===== src/rtl/button_led_pkg.sv =====
// Shared types and constants for the button front end and LED pattern engine.
// Key indices 0..2 carry the pattern control functions.
package button_led_pkg;

    typedef enum logic [1:0] {
        MODE_MIRROR = 2'd0,
        MODE_CHASE  = 2'd1,
        MODE_COUNT  = 2'd2,
        MODE_OFF    = 2'd3
    } led_mode_t;

    localparam int KEY_CLEAR = 0;
    localparam int KEY_UP    = 1;
    localparam int KEY_DOWN  = 2;

    function automatic int min_int(input int a, input int b);
        return (a < b) ? a : b;
    endfunction

endpackage


===== src/rtl/button_led_controller_key_debounce.sv =====
// Single-key front end: 2-flop synchroniser, debounce counter, accepted level
// and a one-cycle pulse on each accepted press (never on release).
module key_debounce #(
    parameter int DEBOUNCE_CYCLES = 500000
) (
    input  logic clk,
    input  logic rst,
    input  logic key_n,
    output logic key_pressed,
    output logic press_pulse
);

    localparam int CNT_W = (DEBOUNCE_CYCLES > 1) ? $clog2(DEBOUNCE_CYCLES) : 1;
    localparam logic [CNT_W-1:0] CNT_MAX = CNT_W'(DEBOUNCE_CYCLES - 1);

    logic [1:0]       sync_q, sync_d;
    logic [CNT_W-1:0] cnt_q, cnt_d;
    logic             pressed_q, pressed_d;
    logic             pulse_q, pulse_d;
    logic             level_pressed;

    assign level_pressed = ~sync_q[1];

    // The counter only survives while the synchronised level disagrees with
    // the accepted one, so any agreeing sample restarts qualification.
    always_comb begin
        sync_d    = {sync_q[0], key_n};
        cnt_d     = '0;
        pressed_d = pressed_q;
        pulse_d   = 1'b0;
        if (level_pressed != pressed_q) begin
            if (cnt_q == CNT_MAX) begin
                pressed_d = ~pressed_q;
                pulse_d   = ~pressed_q;
            end else begin
                cnt_d = cnt_q + CNT_W'(1);
            end
        end
    end

    always_ff @(posedge clk) begin
        if (rst) begin
            sync_q    <= 2'b11;
            cnt_q     <= '0;
            pressed_q <= 1'b0;
            pulse_q   <= 1'b0;
        end else begin
            sync_q    <= sync_d;
            cnt_q     <= cnt_d;
            pressed_q <= pressed_d;
            pulse_q   <= pulse_d;
        end
    end

    assign key_pressed = pressed_q;
    assign press_pulse = pulse_q;

endmodule


===== src/rtl/button_led_controller.sv =====
// Multi-key debounced button front end driving a mirror / chase / count LED
// pattern engine with runtime mode selection.
module button_led_controller
    import button_led_pkg::*;
#(
    parameter int NUM_KEYS        = 4,
    parameter int NUM_LEDS        = 10,
    parameter int DEBOUNCE_CYCLES = 500000
) (
    input  logic                clk,
    input  logic                rst,
    input  logic [NUM_KEYS-1:0] key_n,
    input  logic [1:0]          mode,
    output logic [NUM_KEYS-1:0] key_pressed,
    output logic [NUM_KEYS-1:0] press_pulse,
    output logic [NUM_LEDS-1:0] led
);

    localparam int MIRROR_W = min_int(NUM_KEYS, NUM_LEDS);
    localparam logic [NUM_LEDS-1:0] LED_ONE = NUM_LEDS'(1);

    led_mode_t           mode_sel;
    logic [NUM_LEDS-1:0] chase_q, chase_d;
    logic [NUM_LEDS-1:0] count_q, count_d;
    logic [NUM_LEDS-1:0] led_q, led_d;
    logic [NUM_LEDS-1:0] mirror_leds;

    assign mode_sel = led_mode_t'(mode);

    for (genvar g = 0; g < NUM_KEYS; g++) begin : g_key
        key_debounce #(
            .DEBOUNCE_CYCLES(DEBOUNCE_CYCLES)
        ) u_key (
            .clk        (clk),
            .rst        (rst),
            .key_n      (key_n[g]),
            .key_pressed(key_pressed[g]),
            .press_pulse(press_pulse[g])
        );
    end

    always_comb begin
        mirror_leds               = '0;
        mirror_leds[MIRROR_W-1:0] = key_pressed[MIRROR_W-1:0];
    end

    // LEDs show the post-update pattern value so they move one cycle after
    // the press pulse; each pattern register only moves in its own mode.
    always_comb begin
        chase_d = chase_q;
        count_d = count_q;
        led_d   = '0;
        case (mode_sel)
            MODE_MIRROR: led_d = mirror_leds;
            MODE_CHASE: begin
                if (press_pulse[KEY_CLEAR]) begin
                    chase_d = LED_ONE;
                end else if (press_pulse[KEY_UP]) begin
                    chase_d = {chase_q[NUM_LEDS-2:0], chase_q[NUM_LEDS-1]};
                end else if (press_pulse[KEY_DOWN]) begin
                    chase_d = {chase_q[0], chase_q[NUM_LEDS-1:1]};
                end
                led_d = chase_d;
            end
            MODE_COUNT: begin
                if (press_pulse[KEY_CLEAR]) begin
                    count_d = '0;
                end else if (press_pulse[KEY_UP]) begin
                    count_d = count_q + LED_ONE;
                end else if (press_pulse[KEY_DOWN]) begin
                    count_d = count_q - LED_ONE;
                end
                led_d = count_d;
            end
            MODE_OFF: led_d = '0;
            default:  led_d = '0;
        endcase
    end

    always_ff @(posedge clk) begin
        if (rst) begin
            chase_q <= LED_ONE;
            count_q <= '0;
            led_q   <= '0;
        end else begin
            chase_q <= chase_d;
            count_q <= count_d;
            led_q   <= led_d;
        end
    end

    assign led = led_q;

endmodule


===== config.mk =====
export PLATFORM = sky130hd
export DESIGN_NAME = button_led_controller
export DESIGN_NICKNAME = d
export VERILOG_FILES = /design/src/rtl/button_led_pkg.sv /design/src/rtl/button_led_controller_key_debounce.sv /design/src/rtl/button_led_controller.sv
export SDC_FILE = /design/constraint.sdc
export NUM_CORES = 1
export LEC_CHECK = 0
export ABC_AREA = 1
export CAP_MARGIN = 20
export CELL_PAD_IN_SITES_DETAIL_PLACEMENT = 1
export CELL_PAD_IN_SITES_GLOBAL_PLACEMENT = 1
export CORE_UTILIZATION = 45
export DETAILED_ROUTE_END_ITERATION = 12
export PLACE_DENSITY_LB_ADDON = 0.1
export SETUP_SLACK_MARGIN = 0.05
export SLEW_MARGIN = 20
export SYNTH_ARGS = -nofsm -noshare
export SYNTH_HDL_FRONTEND = slang
export SYNTH_SLANG_ARGS = --single-unit

===== constraint.sdc =====
create_clock -name clk -period 1.9 [get_ports clk]
set_input_delay 0.38 -clock clk [delete_from_list [all_inputs] [get_ports clk]]
set_output_delay 0.38 -clock clk [all_outputs]
set_load 0.1 [all_outputs]

==> impl_metrics.env <==
export IMPL_outcome="finished, final reports clean"
export IMPL_cts_sinks=122
export IMPL_synth_nets=836
export IMPL_via_per_inst=5.20
export IMPL_drt_iter0_drc=241
export IMPL_drtPass1Iterations=4
export IMPL_wl_per_cell_um=15.0
export IMPL_synth_top_area_share=0.406
export IMPL_core_area_mm2=0.0128
export IMPL_ant_nets=0
export IMPL_fill_cells=1642
export IMPL_grt_pass1_vias=5750
export IMPL_regArea_mm2=0.00244
export IMPL_vias=5439
export IMPL_clkLatencyLatePin_ns=0.42
export IMPL_fp_dieH_um=118
export IMPL_rr_endpoint="g_key[2].u_key.cnt_q[15]"
export IMPL_end_kind="flip-flop"
export IMPL_grt_pass1_wl_um=26900
export IMPL_r2r_slack_ns=0.19
export IMPL_worst_r2r_cell_count=9
export IMPL_io_buffer_count=25
export IMPL_remaining_drc_errors=0
export IMPL_final_cells=1046
export IMPL_final_setup_viol_count=0
export IMPL_die_width_um=118
export IMPL_wl_um=15700
export IMPL_die_area_mm2=0.0138
export IMPL_power_leakage_nw=2.64
export IMPL_area_growth_synth_to_final_pct=18.5
export IMPL_synth_area_leaders="dfxtp_1, nand2_1, nor2_1"
export IMPL_rsz0062_at_grt="no"
export IMPL_cap_violations=0
export IMPL_async_reset_ff_frac=0
export IMPL_pin_count=26
export IMPL_synth_top_area_cell="dfxtp_1"
export IMPL_synth_edf_count=0
export IMPL_final_net_count=874
export IMPL_htree_levels=4
export IMPL_ctsHoldBuffers=0
export IMPL_utilization=0.555
export IMPL_min_from="g_key[0].u_key.sync_q[0]"
export IMPL_post_route_period_util=0.900
export IMPL_worstPathRequired_ns=2.21
export IMPL_path_max_fanout=19
export IMPL_grt_usage=0.240
export IMPL_synth_area_mm2=0.00601
export IMPL_grt_max_degree=36
export IMPL_crit_arrival_ns=2.02
export IMPL_max_slew_worst_pin_slew_ns=0.550
export IMPL_multiInputGateArea_mm2=0.00306
export IMPL_start_util=0.469
export IMPL_clk_pin_slew_worst_paths_ns=0.05
export IMPL_avgSynthCellArea_um2=7.31
export IMPL_hold_path_class="reg -> reg"
export IMPL_dp_hpwl_um=11100
export IMPL_ys_ff_latch=122
export IMPL_maxSlewHeadroom=0.631
export IMPL_cts_path_max_buffers=2
export IMPL_cts_setup_buffers=0
export IMPL_drive_above_1_share=0.151
export IMPL_vdd_drop_max_mv=0.569
export IMPL_cts_made_buffers=17
export IMPL_maxSlewViolCount=0
export IMPL_synth_cell_types=45
export IMPL_holdPathEnd="g_key[0].u_key.sync_q[1]"
export IMPL_root_buffer="clkbuf_16"
export IMPL_total_power_w=0.00601
export IMPL_skew_ns=0.0114
export IMPL_antenna_found_initial=1
export IMPL_place_gp_congestion=0.870
export IMPL_path_class="reg -> reg"
export IMPL_tns_ns=0
export IMPL_hold_violations=0
export IMPL_ys_warn_count=0
export IMPL_synthFlopType="dfxtp_1"
export IMPL_period_needed_ns=1.71
export IMPL_cts_tree="done"
export IMPL_grt_overflow=0
export IMPL_yosysSeqAreaShare=0.406
export IMPL_fmax_ghz=0.585
export IMPL_holdPathStages=1
export IMPL_worst_hold_slack_ns=0.410
export IMPL_synthCells=822
export IMPL_startpoint_type="flip-flop"
export IMPL_regToRegStartpoint="g_key[2].u_key.cnt_q[0]"
export IMPL_dp_cells=1013
export IMPL_rows=41
export IMPL_p_per_area_mw_per_mm2=844
==> cells in the mapped netlist (7+ instances only) <==
cell      number
nand2_1      176
dfxtp_1      122
nand3_2        8
inv_1         93
o21ai_0       14
nor2_1       109
a21oi_1       57
xor2_1        20
or2_2         10
xnor2_1       11
buf_4          9
nor2_2         9
nor3_1        23
nand4_1       23
o221ai_1       8
nor3_2         7
nand3_1       48
nand2_2        9
==> how the worst max path moves through the flow <==
| stage | end | cells past startpoint | start |
|---|---|---|---|
| finish | g_key[2].u_key.cnt_q[15] | 9 | g_key[2].u_key.cnt_q[0] |
| global route | g_key[3].u_key.key_pressed | 10 | g_key[3].u_key.cnt_q[0] |
| CTS | g_key[2].u_key.cnt_q[15] | 9 | g_key[2].u_key.cnt_q[0] |
| detailed placement | led[1] | 9 | mode[0] |
| global placement | led[1] | 9 | mode[0] |
| floorplan | g_key[2].u_key.cnt_q[12] | 9 | g_key[2].u_key.cnt_q[0] |
==> area by class of cell <==
type                       instances  share of cell area
antenna                            1            0.000351
sequential                       122               0.343
clock buffer                      26              0.0743
clock inverter                     6              0.0116
timing repair buffer              40              0.0569
tap                              172              0.0302
inverter                         102              0.0539
multi-input combinational        577               0.430
==> metal layers <==
layer / GRT usage / wire length (um) / vias up
li1: - / - / 2727
met3: 0.0596 / 473 / 24
met1: 0.273 / 6890 / 2611
met4: 0.0938 / 267 / 0
met2: 0.431 / 8060 / 77
met5: 0 / 0 / -
==> cell usage in the layout (no fill, tap or decap), drive strengths merged, types with 6 or more instances in the layout <==
| master | synthesis | routed |
|---|---|---|
| xnor2 | 11 | 11 |
| nand2 | 186 | 186 |
| a21oi | 58 | 58 |
| clkdlybuf4s50 | 0 | 7 |
| o21ai | 14 | 14 |
| clkinv | 3 | 6 |
| ha | 6 | 6 |
| nand3 | 57 | 57 |
| xor2 | 20 | 20 |
| nand4 | 23 | 23 |
| nor2 | 123 | 123 |
| dfxtp | 122 | 122 |
| inv | 99 | 99 |
| o221ai | 8 | 8 |
| clkbuf | 5 | 26 |
| buf | 16 | 33 |
| nor3 | 34 | 34 |
| or2 | 12 | 12 |
==> worst max-delay path, cell delays in order (launching register included) <==
cell      delay, ns
dfxtp_1        0.39
ha_1           0.20
nand2_1        0.07
inv_2          0.08
nand2_2        0.08
nor3_4         0.24
nand3_2        0.18
nand2_8        0.18
o21bai_1       0.13
inv_1          0.05
==> cells by family (layout without fill, tap and decap cells) <==
kind of cell / count (synthesis) / in the layout / synth area share
adders and majority gates: 6 / 6 / 0.0125
AOI/OAI and AO/OA: 91 / 91 / 0.0864
DFF: 122 / 122 / 0.406
and+or+nand+nor: 449 / 449 / 0.362
buffers and inverters: 123 / 174 / 0.0872
xor gates and xnor gates: 31 / 31 / 0.0452
other: 0 / 1 / 0
==> what timing repair did <==
item / in CTS / in global routing
endpoints found under the setup margin: 0 / 9
endpoints found under the hold margin: 0 / 0
gates resized for setup: 0 / 4
==> registers in the layout, summed over array words and instances (netlist names) <==
register,count
led,10
g_key.u_key.key_pressed,4
count_q,10
g_key.u_key.cnt_q,76
chase_q,10
g_key.u_key.sync_q,8
g_key.u_key.press_pulse,4
==> metrics by stage <==
step | setup slack, ns | cell area, um^2
6_report | 0.190 | 7120
3_3_place_gp | 0.0923 | 6490
3_5_place_dp | 0.0262 | 6490
2_1_floorplan | 0.429 | 6010
4_1_cts | 0.155 | 7100
5_1_grt | 0.0532 | 7120
==> power by group <==
group / switching (W) / total (W) / internal, W
registers: 0.00000935 / 0.00258 / 0.00257
clock network: 0.00114 / 0.00330 / 0.00217
logic: 0.0000768 / 0.000121 / 0.0000447
total: 0.00122 / 0.00601 / 0.00479
(Power assumes the default switching activity.)
